`src/rtl/can_rx_drain_pkg.sv`:
```
// Shared definitions for the CAN receive-buffer drain engine: controller
// register map, interrupt-register bit positions, command codes, FSM encoding.
package can_rx_drain_pkg;

    localparam int WB_ADR_W = 8;
    localparam int WB_DAT_W = 8;

    // Controller register addresses (PeliCAN mode)
    localparam logic [7:0] ADR_CMD      = 8'd1;
    localparam logic [7:0] ADR_IR       = 8'd3;
    localparam logic [7:0] ADR_INFO     = 8'd16;
    localparam logic [7:0] ADR_ID       = 8'd17;
    localparam logic [7:0] ADR_STD_DATA = 8'd19;
    localparam logic [7:0] ADR_EXT_DATA = 8'd21;

    // Interrupt register bits
    localparam int IR_RI = 0;   // receive buffer holds a frame
    localparam int IR_TI = 1;   // transmission complete
    localparam logic [7:0] IR_ERR_MASK = 8'hFC;

    // Command register: release receive buffer
    localparam logic [7:0] CMD_RRB = 8'h04;

    typedef enum logic [2:0] {
        IDLE,
        RD_IR,
        RD_INFO,
        RD_ID,
        RD_DATA,
        WR_CMD,
        PRESENT,
        FAULT
    } state_t;

    // Number of data bytes actually stored in the receive buffer
    function automatic logic [3:0] data_len(input logic rtr, input logic [3:0] dlc);
        if (rtr)
            return 4'd0;
        else if (dlc > 4'd8)
            return 4'd8;
        else
            return dlc;
    endfunction

endpackage

```
`src/rtl/can_wb_master_port.sv`:
```
// Single-access Wishbone master: launches one read or write on req, reports
// completion (done/rdata, combinational on the ack clock) or an ack timeout.
module can_wb_master_port
    import can_rx_drain_pkg::*;
#(
    parameter int ACK_TIMEOUT = 255
) (
    input  logic                wb_clk_i,
    input  logic                wb_rst_n_i,
    input  logic                req,
    input  logic                we,
    input  logic [WB_ADR_W-1:0] adr,
    input  logic [WB_DAT_W-1:0] dat,
    output logic                done,
    output logic [WB_DAT_W-1:0] rdata,
    output logic                timeout,
    output logic                wb_cyc_o,
    output logic                wb_stb_o,
    output logic                wb_we_o,
    output logic [WB_ADR_W-1:0] wb_adr_o,
    output logic [WB_DAT_W-1:0] wb_dat_o,
    input  logic [WB_DAT_W-1:0] wb_dat_i,
    input  logic                wb_ack_i
);

    localparam int CW = (ACK_TIMEOUT > 1) ? $clog2(ACK_TIMEOUT) : 1;

    logic [CW-1:0] wait_cnt;
    logic          expired;

    // Last clock of the wait window: stb has been high ACK_TIMEOUT clocks here
    assign expired = (wait_cnt == CW'(ACK_TIMEOUT - 1));
    assign done    = wb_stb_o & wb_ack_i;
    assign timeout = wb_stb_o & ~wb_ack_i & expired;
    assign rdata   = wb_dat_i;

    // Bus cycle control: raise on req when idle, drop on ack or timeout
    // NOTE: sequential state uses non-blocking assignments so every register
    // samples pre-edge values regardless of statement order.
    always_ff @(posedge wb_clk_i) begin
        if (!wb_rst_n_i) begin
            wb_cyc_o <= 1'b0;
            wb_stb_o <= 1'b0;
            wb_we_o  <= 1'b0;
            wb_adr_o <= '0;
            wb_dat_o <= '0;
            wait_cnt <= '0;
        end else if (wb_stb_o) begin
            if (wb_ack_i || expired) begin
                wb_cyc_o <= 1'b0;
                wb_stb_o <= 1'b0;
                wb_we_o  <= 1'b0;
                wait_cnt <= '0;
            end else begin
                wait_cnt <= wait_cnt + CW'(1);
            end
        end else if (req) begin
            wb_cyc_o <= 1'b1;
            wb_stb_o <= 1'b1;
            wb_we_o  <= we;
            wb_adr_o <= adr;
            wb_dat_o <= dat;
            wait_cnt <= '0;
        end
    end

endmodule

```
`src/rtl/can_rx_drain.sv`:
```
// Drains received frames from a PeliCAN-mode CAN controller over Wishbone:
// reads IR, frame info, ID and data, releases the buffer, then presents the
// frame on a valid/ready interface.
module can_rx_drain
    import can_rx_drain_pkg::*;
#(
    parameter int ACK_TIMEOUT   = 255,
    parameter int EXTENDED_MODE = 1
) (
    input  logic        wb_clk_i,
    input  logic        wb_rst_n_i,
    input  logic        enable,
    input  logic        irq_n,
    output logic        wb_cyc_o,
    output logic        wb_stb_o,
    output logic        wb_we_o,
    output logic [7:0]  wb_adr_o,
    output logic [7:0]  wb_dat_o,
    input  logic [7:0]  wb_dat_i,
    input  logic        wb_ack_i,
    output logic        frame_valid,
    input  logic        frame_ready,
    output logic        frame_ext,
    output logic        frame_rtr,
    output logic [3:0]  frame_dlc,
    output logic [28:0] frame_id,
    output logic [63:0] frame_data,
    output logic        tx_done,
    output logic [7:0]  err_irq,
    output logic        bus_error
);

    // Only PeliCAN register layout is implemented; other modes never start
    localparam bit MODE_OK = (EXTENDED_MODE == 1);

    state_t     state, state_nx;
    logic [2:0] idx;
    logic [3:0] n_data;
    logic       id_last, data_last;
    logic       req, acc_we;
    logic [7:0] acc_adr, acc_dat;
    logic       done, timeout;
    logic [7:0] rdata;

    can_wb_master_port #(
        .ACK_TIMEOUT(ACK_TIMEOUT)
    ) u_port (
        .wb_clk_i   (wb_clk_i),
        .wb_rst_n_i (wb_rst_n_i),
        .req        (req),
        .we         (acc_we),
        .adr        (acc_adr),
        .dat        (acc_dat),
        .done       (done),
        .rdata      (rdata),
        .timeout    (timeout),
        .wb_cyc_o   (wb_cyc_o),
        .wb_stb_o   (wb_stb_o),
        .wb_we_o    (wb_we_o),
        .wb_adr_o   (wb_adr_o),
        .wb_dat_o   (wb_dat_o),
        .wb_dat_i   (wb_dat_i),
        .wb_ack_i   (wb_ack_i)
    );

    assign frame_valid = (state == PRESENT);
    assign n_data      = data_len(frame_rtr, frame_dlc);
    assign id_last     = frame_ext ? (idx == 3'd3) : (idx == 3'd1);
    assign data_last   = ({1'b0, idx} == (n_data - 4'd1));

    // State register
    always_ff @(posedge wb_clk_i) begin
        if (!wb_rst_n_i)
            state <= IDLE;
        else
            state <= state_nx;
    end

    // Next state and current bus request
    // NOTE: every output of this block gets a default first, so no path can
    // leave a value unassigned and infer a latch.
    always_comb begin
        state_nx = state;
        req      = 1'b0;
        acc_we   = 1'b0;
        acc_adr  = ADR_IR;
        acc_dat  = 8'h00;
        case (state)
            IDLE: begin
                if (MODE_OK && enable && !irq_n && !frame_valid && !bus_error)
                    state_nx = RD_IR;
            end
            RD_IR: begin
                req     = 1'b1;
                acc_adr = ADR_IR;
                if (done)
                    state_nx = rdata[IR_RI] ? RD_INFO : IDLE;
            end
            RD_INFO: begin
                req     = 1'b1;
                acc_adr = ADR_INFO;
                if (done)
                    state_nx = RD_ID;
            end
            RD_ID: begin
                req     = 1'b1;
                acc_adr = ADR_ID + {5'd0, idx};
                if (done && id_last)
                    state_nx = (n_data == 4'd0) ? WR_CMD : RD_DATA;
            end
            RD_DATA: begin
                req     = 1'b1;
                acc_adr = (frame_ext ? ADR_EXT_DATA : ADR_STD_DATA) + {5'd0, idx};
                if (done && data_last)
                    state_nx = WR_CMD;
            end
            WR_CMD: begin
                req     = 1'b1;
                acc_we  = 1'b1;
                acc_adr = ADR_CMD;
                acc_dat = CMD_RRB;
                if (done)
                    state_nx = PRESENT;
            end
            PRESENT: begin
                if (frame_ready)
                    state_nx = IDLE;
            end
            FAULT:   state_nx = FAULT;
            default: state_nx = IDLE;
        endcase
        if (timeout)
            state_nx = FAULT;
    end

    // Frame assembly, status capture and byte index
    always_ff @(posedge wb_clk_i) begin
        if (!wb_rst_n_i) begin
            idx        <= 3'd0;
            frame_ext  <= 1'b0;
            frame_rtr  <= 1'b0;
            frame_dlc  <= 4'd0;
            frame_id   <= '0;
            frame_data <= '0;
            tx_done    <= 1'b0;
            err_irq    <= 8'h00;
            bus_error  <= 1'b0;
        end else begin
            tx_done <= 1'b0;
            if (timeout)
                bus_error <= 1'b1;
            if (done) begin
                case (state)
                    RD_IR: begin
                        err_irq <= rdata & IR_ERR_MASK;
                        tx_done <= rdata[IR_TI];
                        if (rdata[IR_RI]) begin
                            frame_ext  <= 1'b0;
                            frame_rtr  <= 1'b0;
                            frame_dlc  <= 4'd0;
                            frame_id   <= '0;
                            frame_data <= '0;
                            idx        <= 3'd0;
                        end
                    end
                    RD_INFO: begin
                        frame_ext <= rdata[7];
                        frame_rtr <= rdata[6];
                        frame_dlc <= rdata[3:0];
                        idx       <= 3'd0;
                    end
                    RD_ID: begin
                        if (frame_ext) begin
                            case (idx)
                                3'd0:    frame_id[28:21] <= rdata;
                                3'd1:    frame_id[20:13] <= rdata;
                                3'd2:    frame_id[12:5]  <= rdata;
                                default: frame_id[4:0]   <= rdata[7:3];
                            endcase
                        end else begin
                            if (idx == 3'd0)
                                frame_id[10:3] <= rdata;
                            else
                                frame_id[2:0]  <= rdata[7:5];
                        end
                        idx <= id_last ? 3'd0 : idx + 3'd1;
                    end
                    RD_DATA: begin
                        // byte 0 lands in the top byte: bit offset = (7 - idx) * 8
                        frame_data[{~idx, 3'b000} +: 8] <= rdata;
                        idx <= idx + 3'd1;
                    end
                    default: ;
                endcase
            end
        end
    end

endmodule

```
`config.mk`:
```
export PLATFORM = sky130hd
export DESIGN_NAME = can_rx_drain
export DESIGN_NICKNAME = d
export VERILOG_FILES = /design/src/rtl/can_rx_drain_pkg.sv /design/src/rtl/can_wb_master_port.sv /design/src/rtl/can_rx_drain.sv
export SDC_FILE = /design/constraint.sdc
export NUM_CORES = 1
export LEC_CHECK = 0
export CORE_MARGIN = 4
export CORE_UTILIZATION = 45
export CTS_CLUSTER_DIAMETER = 60
export DETAILED_ROUTE_END_ITERATION = 10
export GPL_TIMING_DRIVEN = 0
export MAX_ROUTING_LAYER = met4
export PLACE_DENSITY = 0.8
export SYNTH_ARGS = -nofsm -noshare
export SYNTH_HDL_FRONTEND = slang
export SYNTH_SLANG_ARGS = --single-unit
```
`constraint.sdc`:
```
create_clock -name wb_clk_i -period 2.51 [get_ports wb_clk_i]
set_input_delay 0.753 -clock wb_clk_i [delete_from_list [all_inputs] [get_ports wb_clk_i]]
set_output_delay 0.753 -clock wb_clk_i [all_outputs]
set_load 0.02 [all_outputs]
```
Word level (Yosys, flattened, before mapping)
Index checks and enable logic that the tools add are counted.
Storage, ports and cells
  bits of input ports: 14
  logic and storage cells: 148
  output and inout port bits: 129
  flip-flop bits (word level): 140
Operators by class
  multiplexer cells: 50
  reductions and logical operators: 33
  shift operators: 2
  order comparisons: 1
  bitwise operators: 6
  add/subtract/negate cells: 6
  eq/ne operators: 29
Operator list (count)
  64-bit case mux with 2 select lines: 1
  64-bit bitwise mux: 1
  64-bit 2-to-1 mux: 1
  8-bit by 8-bit variable shift with 64-bit output, first input constant: 1
  8-bit by 8-bit variable part select with 64-bit output: 1
  29-bit case mux with 2 select lines: 1
  8-bit 2-to-1 mux: 6
  3-bit 2-to-1 mux: 13
  5-bit AND reduction: 6
  29-bit 2-to-1 mux: 1
  3-bit inequality test, second input constant: 9
  3-bit case mux with 8 select lines: 1
  6-bit case mux with 4 select lines: 1
  18-bit 2-to-1 mux: 1
  1-bit 2-to-1 mux: 13
  3-bit by 2-bit equality test with 1-bit output, second input constant: 4
  3-bit equality test, second input constant: 4
  4-bit 2-to-1 mux: 3
  3-bit case mux with 4 select lines: 1
  3-bit AND reduction: 4
  11-bit 2-to-1 mux: 1
  2-bit inequality test, second input constant: 5
  8-bit by 1-bit adder with 8-bit output, second input constant: 1
  8-bit equality test, second input constant: 1
  other kinds (29): 46

Longest topological paths before layout
  depth after elaboration: 9
  mapped depth: 11
  gate-level depth less buffers: 10

Hierarchy
Synthesis repeated with hierarchy kept, for this count alone.
Unflattened totals
  cell total of the unflattened synthesis: 726
  area, all modules: 6472.5 um^2
By module, submodules not included
  can_rx_drain: sequential area each 2262.2 um^2, cells each 582, times used 1, area each 5310.1 um^2
  can_wb_master_port: sequential area each 540.5 um^2, cells each 144, times used 1, area each 1162.4 um^2

Worst setup path before layout
No wires, ideal clock.
  path type: flip-flop to flip-flop
  start point: reg frame_dlc[0]
  end point: reg state[1]
  data arrival time: 2.365 ns
  setup time: 0.129 ns
  clock period less this slack: 2.494 ns
  stages on the path, launching flop included: 10
  path buffers: 0
  setup slack: 0.016 ns
  data required time: 2.381 ns
  cell sequence: dfxtp_1 nor3b_1 inv_1 ha_1 xnor2_1 or4_1 nor4_1 o21ai_1 o41ai_1 a21oi_1
Between the ends
  word-level cells in the longest chain between the ends: 8
RTL lines
  start, declared: RTL line can_rx_drain.sv:25  | output logic [3:0] frame_dlc,
  start signal, assigned: RTL line can_rx_drain.sv:169  | frame_dlc <= rdata[3:0];
  4-bit > comparator: RTL line can_rx_drain_pkg.sv:39  | else if (dlc > 4'd8)
  4-bit 2-to-1 mux (*): RTL line can_rx_drain_pkg.sv:39
  4-bit 2-to-1 mux (*): RTL line can_rx_drain_pkg.sv:37  | if (rtr)
  4-bit by 1-bit subtractor with 4-bit output (*): RTL line can_rx_drain.sv:69  | assign data_last = ({1'b0, idx} == (n_data - 4'd1));
  3-bit by 4-bit equality test with 1-bit output (*): RTL line can_rx_drain.sv:69
  1-bit logical AND (*): RTL line can_rx_drain.sv:114  | if (done && data_last)
  3-bit inequality test (no source line) (*)
  7-bit AND reduction (no source line) (*)
  end signal, assigned: RTL line can_rx_drain.sv:76  | state <= state_nx;
  end, declared: RTL line can_rx_drain.sv:36  | state_t state, state_nx;
Mark *: on every way between the ends. The rest lies on a longest branch, timed or not.
A chain may end at the register's enable or synchronous reset.

Final worst setup path
  start point: reg state[1]
  end point: out frame_valid
Between the ends
  word-level cells in the longest chain between the ends: 1
RTL lines
  3-bit equality test: RTL line can_rx_drain.sv:66  | assign frame_valid = (state == PRESENT);
  end, declared: RTL line can_rx_drain.sv:21  | output logic frame_valid,
No other way between the ends.

==> results.tsv <==
metric	value	unit
status	complete, no violations	
GRT overflow	0	
Fin. Hold Viols	0	
CP Class	flop to output pin	
die width	124	um
H-tree Lvls	4	
Tmin final	2.43	ns
DR iter-0 viols	414	
DRC violations left	0	
clock group share of total power	41.0	%
worst-skew pair later-pin latency	0.42	ns
Mean Syn Cell Area	9.25	um2
post-detail-place hpwl	12400	um
Final nets	852	
Synth Instances	657	
Mapped Area	0.00608	mm2
routed len/inst	17.6	um
largest net degree at the start of global routing	17	
clk root buf	clkbuf_16	
clock buffer count from CTS	17	
share of synthesized flip-flops with an asynchronous set or reset	0	%
Startpoint Class	flop	
met2 usage	36.0	%
Hold Crit Class	flop to flop	
global route hottest layer	met2	
Max stage delay on crit path	0.38	ns
first-pass GRT wire length	28100	um
setup TNS	0	ns
initial antenna violation count	0	
Power Dens Cells	695	mW/mm2
post-synthesis sequential area ratio	42.8	%
Sw Ratio	30.5	%
IO Port Bufs	128	
# fillers	1076	
via count	5470	
slowest stage cell, crit path	dfxtp_2	
GR Util All Layers	23.2	%
Util after Layout	63.3	%
measured slew at the worst slew-check pin	0.975	ns
static leakage	2.91	nW
synth warn	0	
router iterations before antenna repair	5	
Clock Skew	0.00647	ns
Final ANT Viol Nets	0	
Gate power share	21.1	%
Critical Path End Type	output pin	
final wirelength	17800	um
Via density	5.41	
Unique masters post-synth	59	
synthesis-stage register bit count	130	
post-route clock period utilization	96.8	%
core area	0.0132	mm2
Peak VDD IR	0.380	mV
arrival time at the worst endpoint	1.68	ns
critical path peak fanout	10	
critical path, cell by cell	buf_4 -> and2b_1 -> nand2_1 -> inv_1 -> dlygate4sd2_1	
row count	42	
CTS Hold Bufs	0	
most frequent cells in the layout	dfxtp_1 (128), clkdlybuf4s50_1 (126), nor2b_1 (117)	
I/O pin cnt	143	
Flop pwr share	38.0	%
relative slew slack	34.4	%
cell internal pwr	4.05	mW
GR Util met1	29.2	%
Synth Flop Type	dfxtp_1	
layout cells sized above 1	11.7	%
CP delay by family, top	buffers and inverters	
Ant. Diodes	0	
commonest non-fill, non-tap cell in the layout	dfxtp_1	
Max Slew Vio Count	0	
Worst EP required	1.76	ns
initial core utilization	45.9	%
endpoints failing setup	0	
net load switching power	1.78	mW
vias in the first global route	5229	
Global Route met3 Usage	6.53	%
CP Buf/Inv Count	3	
area grow syn2layout	38.0	%
number of clock sinks	130	
Post-synth EDFFs	0	
die footprint	0.0154	mm2
f_max	0.412	GHz
clk slew on worst S/H paths	0.06	ns
Max Buffers Root-to-Sink	2	
number of max-cap violations	0	
gpl congestion	0.913	
CTS tree	done	
die extent in y	124	um
[state kept, by name (all words and copies together), names as in the netlist]
name,flops
state,3
u_port.wb_dat_o,1
u_port.wait_cnt,8
frame_id,29
frame_ext,1
idx,3
u_port.wb_adr_o,5
frame_data,64
tx_done,1
frame_rtr,1
u_port.wb_cyc_o,1
err_irq,6
u_port.wb_stb_o,1
bus_error,1
u_port.wb_we_o,1
frame_dlc,4
[cell families after synthesis]
family | share of synthesized area, %
AOI/OAI and AO/OA | 16.1
xor gates and xnor gates | 0.576
adders and majority gates | 3.21
buffers and inverters | 5.60
DFF | 42.8
muxes | 7.90
other | 0.0617
and+or+nand+nor | 23.8
[worst paths after layout]
path	start	end	slack [ns]	depth (start not counted)
max reg2reg	frame_dlc[3]	state[1]	0.13	9
max	state[1]	frame_valid	0.08	5
min reg2reg	u_port.wb_dat_o[2]	u_port.wb_dat_o[2]	0.51	2
min	u_port.wb_dat_o[2]	u_port.wb_dat_o[2]	0.51	2
[worst register-to-register path: cells and delay by family (launching register included)]
family / cells / cell delay, ns
and+or+nand+nor: 3 / 0.89
AOI/OAI and AO/OA: 3 / 0.50
xor gates and xnor gates: 1 / 0.12
adders and majority gates: 1 / 0.30
buffers and inverters: 1 / 0.07
DFF: 1 / 0.38
[power by group through the flow]
stage / Combinational (mW) / Clock (mW) / Sequential, mW
global route: 1.32 / 2.50 / 2.22
global placement: 1.17 / 0 / 2.23
detailed placement: 1.18 / 0 / 2.23
finish: 1.23 / 2.39 / 2.21
CTS: 1.18 / 2.40 / 2.20
floorplan: 0.786 / 0 / 2.27
[cells in the mapped netlist, drive strengths merged, types with 2 or more instances]
cell	number	area, um2
dfxtp	130	2600
nor2b	117	732
a22oi	64	480
mux2i	48	480
clkbuf	32	120
nor2	31	116
a21oi	27	143
nand2	23	93.8
o21ai	23	115
buf	21	155
and2	19	119
nor3	16	90.1
inv	15	56.3
ha	14	175
and3	12	75.1
nor4	7	50.1
nand2b	5	31.3
nand3	4	20.0
o21a	4	30.0
o221a	4	45.0
a31oi	3	18.8
nor3b	3	22.5
or3	3	21.3
xnor2	3	26.3
a2111oi	2	17.5
a21boi	2	15.0
a21o	2	16.3
nand3b	2	15.0
o41ai	2	25.0
[final cells by class]
cell class	instances	area (um2)	area share, %
plain buffers	52	287	3.42
clock buffers	18	429	5.12
clock inverters	13	139	1.66
inverters	15	56.3	0.671
multi-input cells	469	3300	39.3
flip-flops and latches	130	2610	31.1
well taps	176	220	2.63
repair buffers	138	1350	16.1
[what timing repair did]
action	4_1_cts	5_1_grt
pin swaps	1	7
setup buffers	0	10
setup endpoints to repair	86	65
gates resized for setup	16	20
[through the flow]
step	instance area [um2]	cells	worst slack [ns]	hold slack [ns]	power, mW
floorplan	6120	668	0.0163	0.486	3.06
global placement	7620	972	-0.572	0.497	3.40
detailed placement	7620	972	-0.598	0.500	3.41
CTS	8230	1002	-0.157	0.520	5.78
global route	8390	1011	-0.0162	0.540	6.04
finish	8390	1011	0.0807	0.511	5.83
[layer usage]
metal | routed length, um | share of wire [%]
met2 | 8450 | 47
met3 | 1160 | 6.5
met5 | 0 | 0
met4 | 299 | 1.7
met1 | 7900 | 44
Power figures use the tool's default switching activity.
